--- src/rtl/mult_pkg.sv ---
// mult_pkg: shared state encoding, default width and counter sizing for the Booth multiplier.
package mult_pkg;
    typedef enum logic [1:0] {IDLE, RUN, DONE} mult_state_t;
    localparam int MULT_WIDTH = 8;
    function automatic int cnt_width(input int w);
        return $clog2(w + 1);
    endfunction
endpackage

--- src/rtl/booth_step.sv ---
// booth_step: one radix-2 Booth iteration, add/sub of sext(M) into H then arithmetic shift of {H,Q,q_m1}.
module booth_step
    import mult_pkg::*;
#(
    parameter int WIDTH = MULT_WIDTH
) (
    input  logic [WIDTH:0]   h,
    input  logic [WIDTH-1:0] q,
    input  logic             q_m1,
    input  logic [WIDTH-1:0] m,
    output logic [WIDTH:0]   h_nx,
    output logic [WIDTH-1:0] q_nx,
    output logic             q_m1_nx
);
    logic [WIDTH:0] m_ext;
    logic [WIDTH:0] sum;
    always_comb begin
        m_ext = {m[WIDTH-1], m};
        sum = (q[0] & ~q_m1) ? h - m_ext : (~q[0] & q_m1) ? h + m_ext : h;
        {h_nx, q_nx, q_m1_nx} = {sum[WIDTH], sum, q};
    end
endmodule

--- src/rtl/booth_multiplier_seq.sv ---
// booth_multiplier_seq: sequential signed radix-2 Booth multiplier, one bit per cycle,
// full 2*WIDTH product with a one-cycle done strobe.
module booth_multiplier_seq
    import mult_pkg::*;
#(
    parameter int WIDTH = MULT_WIDTH
) (
    input  logic                      clk,
    input  logic                      rst_n,
    input  logic                      start,
    input  logic signed [WIDTH-1:0]   A,
    input  logic signed [WIDTH-1:0]   B,
    output logic                      busy,
    output logic                      done,
    output logic signed [2*WIDTH-1:0] R,
    output logic                      sign
);
    localparam int CW = cnt_width(WIDTH);
    mult_state_t    state;
    logic [WIDTH:0]   h, h_nx;
    logic [WIDTH-1:0] q, q_nx, m;
    logic             q_m1, q_m1_nx;
    logic [CW-1:0]    cnt;

    booth_step #(.WIDTH(WIDTH)) u_step (
        .h(h), .q(q), .q_m1(q_m1), .m(m),
        .h_nx(h_nx), .q_nx(q_nx), .q_m1_nx(q_m1_nx)
    );

    // R/sign are loaded on the last RUN edge so they are valid during the DONE cycle
    always_ff @(posedge clk) begin
        if (!rst_n) begin
            state <= IDLE;
            busy  <= 1'b0;
            done  <= 1'b0;
            R     <= '0;
            sign  <= 1'b0;
            h     <= '0;
            q     <= '0;
            m     <= '0;
            q_m1  <= 1'b0;
            cnt   <= '0;
        end else begin
            done <= 1'b0;
            case (state)
                IDLE: if (start) begin
                    m     <= A;
                    q     <= B;
                    h     <= '0;
                    q_m1  <= 1'b0;
                    cnt   <= CW'(WIDTH);
                    busy  <= 1'b1;
                    state <= RUN;
                end
                RUN: begin
                    h    <= h_nx;
                    q    <= q_nx;
                    q_m1 <= q_m1_nx;
                    cnt  <= cnt - 1'b1;
                    if (cnt == CW'(1)) begin
                        R     <= {h_nx[WIDTH-1:0], q_nx};
                        sign  <= h_nx[WIDTH-1];
                        done  <= 1'b1;
                        state <= DONE;
                    end
                end
                default: begin
                    busy  <= 1'b0;
                    state <= IDLE;
                end
            endcase
        end
    end
endmodule

--- config.mk ---
export PLATFORM = sky130hd
export DESIGN_NAME = booth_multiplier_seq
export DESIGN_NICKNAME = d
export VERILOG_FILES = /design/src/rtl/mult_pkg.sv /design/src/rtl/booth_step.sv /design/src/rtl/booth_multiplier_seq.sv
export SDC_FILE = /design/constraint.sdc
export NUM_CORES = 1
export LEC_CHECK = 0
export BUFFER_PORTS_ARGS = -buffer_cell sky130_fd_sc_hd__buf_2
export CAP_MARGIN = 10
export CELL_PAD_IN_SITES_DETAIL_PLACEMENT = 0
export CELL_PAD_IN_SITES_GLOBAL_PLACEMENT = 1
export CORE_MARGIN = 3
export CORE_UTILIZATION = 35
export DETAILED_ROUTE_END_ITERATION = 8
export HOLD_SLACK_MARGIN = 0.08
export PLACE_DENSITY_LB_ADDON = 0.1
export SLEW_MARGIN = 20
export SYNTH_ARGS = -nofsm -noshare
export SYNTH_HDL_FRONTEND = slang
export SYNTH_SLANG_ARGS = --single-unit
export TNS_END_PERCENT = 30
--- constraint.sdc ---
create_clock -name clk -period 2.84 [get_ports clk]
set_input_delay 0.284 -clock clk [delete_from_list [all_inputs] [get_ports clk]]
set_output_delay 0.284 -clock clk [all_outputs]
set_load 0.1 [all_outputs]
; ---- Yosys cells after proc, flatten, opt, wreduce, memory -nomap -nowiden
; Index checks and enable logic that the tools add are counted.
[totals]
out_inout_bits = 19
word_cells = 46
input_bits = 19
register_bits = 51
[op_classes]
eq_ne = 4
bitwise = 5
n_addsub = 3
n_mux = 16
n_reduce_logical = 8
[ops]
columns = cell, n
row1 = 9-bit two-way mux, 3
row2 = 9-bit one-hot mux with 2 select lines, 1
row3 = 8-bit one-hot mux with 2 select lines, 1
row4 = 2-bit AND reduction, 6
row5 = 9-bit adder, 1
row6 = 9-bit subtractor, 1
row7 = 8-bit two-way mux, 1
row8 = 4-bit one-hot mux with 2 select lines, 1
row9 = "4-bit by 1-bit equality test with 1-bit output, second input constant", 1
row10 = 2-bit two-way mux, 2
row11 = 4-bit two-way mux, 1
row12 = "2-bit != test, second input constant", 2
row13 = 1-bit one-hot mux with 2 select lines, 2
row14 = 2-bit one-hot mux with 2 select lines, 1
row15 = "4-bit by 1-bit subtractor with 4-bit output, second input constant", 1
row16 = 1-bit two-way mux, 3
row17 = 1-bit inverter, 3
row18 = 1-bit AND, 2
row19 = "2-bit by 1-bit equality test with 1-bit output, second input constant", 1
row20 = 2-bit zero test, 1
row21 = 2-bit nonzero test, 1

; ---- Logic depth before layout (Yosys ltp)
; Gate-level depths: netlist of run 1.
[depth]
depth_word = 5
mapped_depth = 9
mapped_depth_nobuf = 9

; ---- Cells and area by module
; From an unflattened synthesis of run 1, not the netlist that was laid out.
[hier_totals]
hier_cells = 334
hier_area_um2 = 2957.8
[by_module_without_submodules]
columns = module, cells_each, n_inst, seq_area_each_um2, area_per_inst_um2
row1 = booth_multiplier_seq, 194, 1, 1001.0, 1959.4
row2 = booth_step, 140, 1, 0.0, 998.5

; ---- Least setup slack after synthesis of run 1
; OpenSTA, ideal clock, no wires.
[synth_path]
kind = register to register
start = register h[1]
end = register h[5]
stages_incl_launch_ff = 9
period_less_slack_ns = 2.073
path_buffers = 0
path_slack_ns = 0.767
required_time_ns = 2.709
setup_ns = 0.131
arrival_ns = 1.942
path_cell_list = dfxtp_1 -> inv_1 -> fa_1 -> o21bai_1 -> a21oi_1 -> o31ai_4 -> xnor2_1 -> a2111oi_0 -> nor3_1
[synth_between]
elab_chain_len = 4
elab_cells_between_ends = 5
classes_between = add/sub (2) / mux (3)
[synth_lines]
columns = element, line
row1 = "start, declared", booth_multiplier_seq.sv:20  ; logic [WIDTH:0] h, h_nx;
row2 = "start signal, assigned", booth_multiplier_seq.sv:56  ; h <= h_nx;
row3 = 9-bit adder, booth_step.sv:19  ; sum = (q[0] & ~q_m1) ? h - m_ext : (~q[0] & q_m1) ? h + m_ext : h;
row4 = 9-bit two-way mux, booth_step.sv:19
row5 = 9-bit two-way mux (*), booth_step.sv:19
row6 = 9-bit one-hot mux with 2 select lines (*), booth_multiplier_seq.sv:45  ; case (state)
; Every way passes the cells marked *; elsewhere a longest branch is shown, timed or not.
; A chain may end at the register's enable or synchronous reset.

; ---- Final worst setup path of run 1
; Same ends and word-level chain as after synthesis.

==> results by stage, run 1 <==
Die:
- The die covers 8910 um^2.
- The top-level I/O count is 38.
- The core outline area is 7410 um^2.
- The initial utilization of the core area, before any placement, comes to 36.9%.
- In this run the vertical extent of the chip is 94.4 um.
- After floorplanning, the core was divided into 31 placement rows.
- The die width is 94.4 um.

Yosys:
- The Yosys step of the flow raised 0 warnings.
- The most used flip-flop cell after synthesis is dfxtp_1.
- The fraction of synthesized cell area taken by the top area cell type is 35.9%.
- The mapped cell area is 2740 um^2.
- The synthesized netlist devotes 21.9% of its cell area to simple gates.
- Counting flops with an async set or reset pin after synthesis yields a share of 0%.
- The number of nets produced by synthesis is 389.
- The dominant combinational cell family by area after synthesis is compound AO/OA/AOI/OAI gates.
- The cell count after synthesis is 350.
- Yosys mapped a number of flops with a built-in enable equal to 0.
- In the post-synthesis netlist, the biggest area contributors are dfxtp_1 36%, ha_1 8.2%, a21oi_1 8.1%.
- The synthesized netlist contains 51 unique library cells.
- Summing the areas of all compound-gate instances in the mapped netlist gives 23.0% of the synthesized area.
- Of all cell types, the one taking the most synthesized area is dfxtp_1.
- The average instance in the mapped netlist occupies 7.81 um^2.
- The synthesized netlist devotes 2.56% of its cell area to XOR and XNOR gates.
- The synthesized netlist devotes 9.70% of its cell area to adder and majority cells.
- The fraction of the yosys area taken by sequential cells is 35.9%.
- Of the post-synthesis cell area, the part taken by muxes is 0.732%.
- In this run, synthesis produced a sequential element count of 49.

Routing:
- The remaining antenna violation count is 0.
- For this run, design rule violations remaining after detail routing come to 0.
- In the final routed layout, each cell accounts on average for 14.8 um.
- After detailed routing, the total wire length is 7150 um.
- In the routed layout, each cell is associated on average with a via count of 5.14.
- The detailed router finished its first iteration with 107 violations.
- Before antenna repair, the detailed router went through 4 iterations.
- Summing over every cut layer, the via total after detailed routing is 2478.

Timing:
- After routing, the total negative slack on setup checks comes to 0 ns.
- The clock arrives with 0.00534 ns of skew.
- Setup repair after global routing left no endpoint under its margin.
- Setup violations remaining at the end of the flow were counted as 0.
- For the pin with the worst max-slew slack, the measured transition is 0.904 ns.
- The clock period minus worst slack is 2.29 ns.
- Dividing the final minimum period by the clock period gives 80.7%.
- The final hold violation count is 0.
- The worst relative slew slack is 39.5%.
- The number of max-slew violations in the final report is 0.
- The upper clock frequency limit is 436 MHz.

Worst setup path:
- The reg-to-reg setup timing slack is 0.55 ns.
- The worst reg2reg path endpoint is h[5].
- The signal arrival time at the worst endpoint is 2.47 ns.
- The slowest stage of the critical path belongs to the cell fa_1.
- The endpoint class of the critical path is a flip-flop.
- The launching element type of the critical path is a flip-flop.
- The critical path buffer and inverter count is 1.
- For this run, the slowest stage of the critical path takes 0.48 ns.
- The largest fanout of any net on the critical path is 6.
- The critical path is of the reg2reg type.
- The launch instance of the worst register-to-register path is h[1].
- Measured in cells, the most critical reg-to-reg path has a length of 8.
- For the worst setup path, the data required time is 3.02 ns.
- The cell family contributing the most delay on the critical path is compound AO/OA/AOI/OAI gates.
- Traced cell by cell, the critical path runs through inv_1, fa_1, o21bai_1, a21oi_1, o31ai_4, xnor2_1, a2111oi_0, nor3_1.

Global routing:
- Entering global routing, the biggest net connects 30 pins.
- For this run, global-route usage on met3 was measured as 2.87%.
- After global routing the overflow that remains totals 0.
- Global routing used 26.7% of the available met2 tracks.
- met2 is the most crowded layer.
- The number of global-route vias before repair was 2292.
- The number of antenna violations at the first check in global routing is 0.
- The global-route wire length before repair is 11800 um.
- In the global route stage, met1 resource usage came out at 24.0%.
- The overall global routing resource usage is 16.8%.

CTS:
- The number of setup buffers added after CTS is 0.
- The clock passes through at most 2 buffers.
- The TritonCTS sink count is 49.
- The H-tree was split into 2 levels.
- The post-cts hold buffer count is 0.
- The clock reaches the later pin of the worst-skew pair after 0.30 ns.
- The CTS tree is built.
- Clock-pin slew was measured on the worst setup and hold paths at 0.10 ns.
- The total of cells resized after clock tree synthesis is 0.
- The number of buffers created by CTS is 5.
- Clock tree synthesis selected as its root buffer the cell clkbuf_8.

Cells and area:
- The fraction of final layout cells with drive strength greater than 1 is 15.4%.
- The total area of multi-input combinational cells is 1580 um^2.
- After the last flow step, the layout net total stands at 421.
- Fill cells in the final layout number 801.
- In the final layout, flip-flops and latches occupy 981 um^2.
- The layout overhead on the synthesized area is 13.6%.
- The number of antenna diodes is 0.

Run status:
- The run finished with clean final reports.

Run:
- Across the run, the number of max-cap violations was 0.

Min path:
- The class of the tightest hold or removal check is in2reg.
- In this run the most critical hold path is launched from A[2].
- The cell count of the worst hold path is 3.
- The end point of the worst hold path is m[2].

Power and ir drop:
- VDD sags by at most 0.257 mV.
- The leakage power is 1.27 nW.
- The post-route total power is 0.00156 W.
- The areal power density over the cells is 501 nW/um^2.

Place:
- Input and output buffers added on the ports amount to 37.
- The half-perimeter wire length after placement is 5120 um.
- At the end of routability-driven placement, the weighted congestion stood at 0.826.
## synth_stat cells, types with 7 or more instances
master and instances:
clkbuf_1 13, ha_1 18, dfxtp_1 49, a22oi_1 10, inv_1 21, xnor2_1 7, nor2_1 29, o21ai_0 15
nand2_1 57, nor3_1 9, a21oi_1 44
## worst register-to-register path: cells and delay by family, from the launching register on
family                   cells  cell delay (ns)
AO/OA/AOI/OAI                4             0.94
adder cells (fa/ha/maj)      1             0.48
flip-flops                   1             0.43
buffers and inverters        1             0.12
XOR/XNOR                     1             0.11
AND/OR/NAND/NOR              1             0.09
## registers in the layout, indices dropped and copies added (netlist names)
signal / flops
R: 16
h: 8
m: 8
q: 8
cnt: 4
state: 2
busy: 1
done: 1
q_m1: 1
## placed cells by master, fill, tap and decap left out, types with 2 or more instances in the layout
master / Yosys / routed
dfxtp_1: 49 / 49
clkbuf_8: 0 / 5
o41ai_1: 2 / 2
o21ai_0: 15 / 15
nor2_1: 29 / 29
o22ai_1: 2 / 2
inv_1: 21 / 21
a211oi_1: 6 / 6
a22oi_1: 10 / 10
nand3b_1: 2 / 2
ha_1: 18 / 18
a31oi_1: 6 / 6
a21oi_1: 44 / 44
xnor2_1: 7 / 7
buf_4: 1 / 8
nand2_1: 57 / 57
nor3_1: 9 / 9
buf_2: 4 / 37
fa_1: 2 / 2
nand3_1: 6 / 6
nor2b_1: 5 / 5
nand4_1: 6 / 6
and2_1: 4 / 4
nand2b_1: 4 / 4
mux2i_1: 2 / 2
## worst max-delay path by stage
stage / end / startpoint / slack, ns / cells past startpoint
6_report: h[5] / h[1] / 0.55 / 8
4_1_cts: h[5] / h[1] / 0.52 / 8
3_5_place_dp: h[5] / h[1] / 0.55 / 8
2_1_floorplan: h[5] / h[1] / 0.77 / 8
5_1_grt: h[5] / h[1] / 0.32 / 8
3_3_place_gp: h[6] / m[1] / 0.59 / 8
## through the flow
step | hold slack, ns | std cells | setup WS, ns | utilization (%) | instance area [um^2]
4_1_cts | 0.196 | 482 | 0.521 | 41.9 | 3110
3_5_place_dp | 0.447 | 474 | 0.551 | 40.7 | 3010
6_report | 0.208 | 482 | 0.548 | 41.9 | 3110
3_3_place_gp | 0.438 | 474 | 0.586 | 40.7 | 3010
2_1_floorplan | 0.420 | 350 | 0.767 | - | 2740
5_1_grt | 0.194 | 482 | 0.320 | 41.9 | 3110
## report_power, final
group | switching [W] | leakage (nW) | internal (W)
combinational | 0.000235 | 0.827 | 0.000125
clock | 0.000263 | 0.0447 | 0.000179
sequential | 0.0000338 | 0.399 | 0.000721
## kinds of logic after synthesis
| group | count (synthesis) |
|---|---|
| compound gates | 100 |
| xor+xnor | 8 |
| fa+ha+maj | 20 |
| buf+inv | 41 |
| flops | 49 |
| mux | 2 |
| simple gates | 130 |
## layer usage
metal  vias up  routed length [um]
met3         6                 259
li1       1277                   -
met2        46                3300
met5         -                   0
met1      1149                3530
met4         0                  57
## cell type report
| cell class | count | share of cell area, % |
|---|---|---|
| Multi-Input combinational cell | 260 | 51.0 |
| Inverter | 21 | 2.54 |
| Tap cell | 99 | 3.99 |
| Clock inverter | 3 | 0.805 |
| Clock buffer | 5 | 2.22 |
| Sequential cell | 49 | 31.6 |
| Timing Repair Buffer | 45 | 7.89 |
(Power assumes the default switching activity.)
==> run 2, diff against run 1 <==
==> constraint.sdc (replaced) <==
create_clock -name clk -period 2 [get_ports clk]
set_input_delay 0.2 -clock clk [delete_from_list [all_inputs] [get_ports clk]]
set_output_delay 0.2 -clock clk [all_outputs]
set_load 0.1 [all_outputs]
==> run 2 against run 1 <==
  * The flow now finishes with violations (setup timing)
  * Sequential cell count unchanged
  * Sequential share of layout area down 4.2 points
  * Global-route usage up 1.6 points
  * Non-clock buffer count up 48
  * Hold slack worse by 0.090 ns
  * First-iteration DRC count down 19%
  * Die area unchanged
  * Clock power up 36%
  * Worst setup slack worse by 0.55 ns
  * Critical endpoint unchanged
==> results by stage, run 2 (synthesis gave the netlist of run 1 again) <==
Run status:
- The flow ran to the end, but the final reports show violations.
- The final reports fail on setup timing.

Die:
- The die covers 8910 um^2.
- The die is 94.4 um tall.
- The core region is 7410 um^2.
- The top-level I/O count is 38.
- After floorplanning, the core was divided into 31 placement rows.
- The die width is 94.4 um.
- Once the floorplan was initialized, standard cells occupied 36.9% of the core.

Cells and area:
- The number of nets in the layout is 469.
- The area growth from synthesis to layout is 33.2%.
- The sequential cells in the finished layout cover a total of 996 um^2.
- The number of flip-flops under the largest register name is 16.
- 0 antenna diodes ended up in the layout.
- The register with the most flip-flops is R.
- The library cell used most frequently in the layout, excluding fill and tap cells, is nand2_1.
- The fraction of final layout cells with drive strength greater than 1 is 32.0%.
- Summing all multi-input logic gate instances after layout gives 1750 um^2.
- Leaving out fill and tap cells, the most frequent cells in the layout are 57 x nand2_1, 56 x buf_4, 43 x dfxtp_1.
- Fill cells in the final layout number 745.

Routing:
- The first TritonRoute pass finished after 4 iterations.
- After the first detailed-routing iteration, the DRC count stood at 87.
- The count of nets left with antenna violations once routing finished came out at 0.
- Dividing the detail-routed wire length by the instance count gives 14.7 um.
- For this run, design rule violations remaining after detail routing come to 0.
- The routed wire length is 7810 um.
- Using the TritonRoute via totals, the vias-per-cell ratio works out to 5.00.
- The via count is 2650.

Timing:
- Setup repair after global routing could not meet its margin everywhere.
- The worst relative slew slack is 44.7%.
- At the pin with the least slew margin, the transition time is 0.826 ns.
- The number of max-slew violations in the final report is 0.
- The upper clock frequency limit is 499 MHz.
- The final hold violation count is 0.
- The final-layout worst hold slack is 0.118 ns.
- The share of the cycle needed by the critical path after routing is 100%.
- The worst setup margin is -0.00317 ns.
- The final setup violation count is 1.
- For the final database, setup skew stands at 0.00699 ns.
- For the finished layout, the period the worst path requires is 2.00 ns.

CTS:
- The clock network latency to the later pin of the worst-skew pair is 0.31 ns.
- The TritonCTS sink count is 49.
- CTS built an H-tree with a depth of 2.
- The longest clock path from root to sink contains 2 buffers.
- The clock transition at the registers of the reported paths is 0.10 ns.
- Clock tree synthesis selected as its root buffer the cell clkbuf_8.
- The number of buffers created by CTS is 5.
- The CTS tree is built.

Place:
- The wire-length estimate of the detail-placed layout is 5740 um.
- The worst-case setup slack after placement is -0.173 ns.
- The number of buffers inserted by port buffering is 37.
- The routability-driven placement congestion ratio is 0.819.

Global routing:
- The largest net degree at the start of global routing is 20.
- The number of global-route vias before repair is 2573.
- The first global-routing pass estimated 12800 um of wire.
- The number of antenna violations at the first check in global routing came to 0.
- For this run the aggregate overflow at the end of global routing stands at 0.
- Across every metal layer, demand over resource in global routing totals 18.3%.

Worst setup path:
- The largest fanout of any net on the critical path is 3.
- The slowest stage of the critical path belongs to the cell dfxtp_4.
- On the worst path, the slowest cell contributes a delay of 0.38 ns.
- The endpoint class of the critical path is a flip-flop.
- The critical path is of the reg2reg type.
- The data required time of the critical path is 2.20 ns.
- STA classifies the critical path startpoint as a flip-flop.
- The critical path goes through ha_4, inv_2, fa_2, o21bai_1, a21oi_2, o31ai_4, xnor2_2, a2111oi_2, nor3_1.
- The signal arrival time at the worst endpoint is 2.20 ns.

Power and ir drop:
- The clock network accounts for 25.7% of the total power.
- The switching part of the total is 33.5%.
- The post-route total power is 0.00234 W.
- The share of power burned in registers is 45.4%.
- The worst-case IR drop observed on VDD is 0.367 mV.
- Combinational logic is responsible for 29.0% of the overall power.
- For this design the ratio of total power to cell area is 643 nW/um^2.
- The switching component of the power is 0.000784 W.
- The analysis attributes to cell leakage a power of 1.54 nW.
- The internal power of the cells totals 0.00156 W.

Run:
- Max-cap violations in this run came to 0.

Min path:
- The class of the tightest hold or removal check is in2reg.
-- run 2: timing repair --
item / CTS / global route
hold buffers: 0 / 0
resized for setup: 13 / 29
buffers inserted: 1 / 3
hold endpoints to repair: 0 / 0
pin swaps: 2 / 11
endpoints found under the setup margin: 9 / 12
-- run 2: layer usage --
layer	part of all wire, %	track usage [%]	vias up	wire length (um)
li1	-	-	1376	-
met1	48	25.2	1228	3760
met2	48	30.3	40	3770
met3	2.6	2.63	6	206
met4	0.95	4.57	0	74
met5	0	0	-	0
-- run 2: metrics by stage --
stage | std cells | instance area, um^2 | utilization [%] | TNS, ns
finish | 530 | 3640 | 49.2 | -0.00317
global route | 530 | 3640 | 49.2 | -0.532
detailed placement | 519 | 3360 | 45.3 | -0.512
global placement | 519 | 3360 | 45.3 | -0.320
floorplan | 350 | 2740 | - | 0
CTS | 528 | 3510 | 47.4 | -0.134
-- run 2: cell type report --
| cell class | count | area share, % |
|---|---|---|
| clock inverter | 2 | 0.412 |
| inverter | 21 | 2.16 |
| tap | 99 | 3.40 |
| sequential | 49 | 27.3 |
| clock buffer | 6 | 1.99 |
| multi-input combinational | 260 | 48.1 |
| timing repair buffer | 93 | 16.6 |
-- run 2: worst max-delay path, delay by kind of cell, from the launching register on --
family / cells / cell delay, ns
fa+ha+maj: 2 / 0.48
xor+xnor: 1 / 0.11
flops: 1 / 0.38
simple gates: 1 / 0.08
buf+inv: 1 / 0.03
compound gates: 4 / 0.82
-- run 2: worst paths after layout --
kind              cells past startpoint    to  from  slack [ns]
hold / removal                        3  m[0]  A[0]        0.12
hold reg to reg                       2  R[2]  R[2]        0.45
setup / recovery                      9  h[5]  h[0]      -0.003
setup reg to reg                      9  h[5]  h[0]      -0.003
-- run 2: power by group through the flow --
stage                     sequential [W]  combinational (W)  clock, W
final                            0.00106           0.000679  0.000601
after global routing             0.00107           0.000747  0.000669
after CTS                        0.00106           0.000644  0.000625
after detailed placement         0.00108           0.000618         0
after global placement           0.00108           0.000616         0
after floorplan                  0.00113           0.000343         0
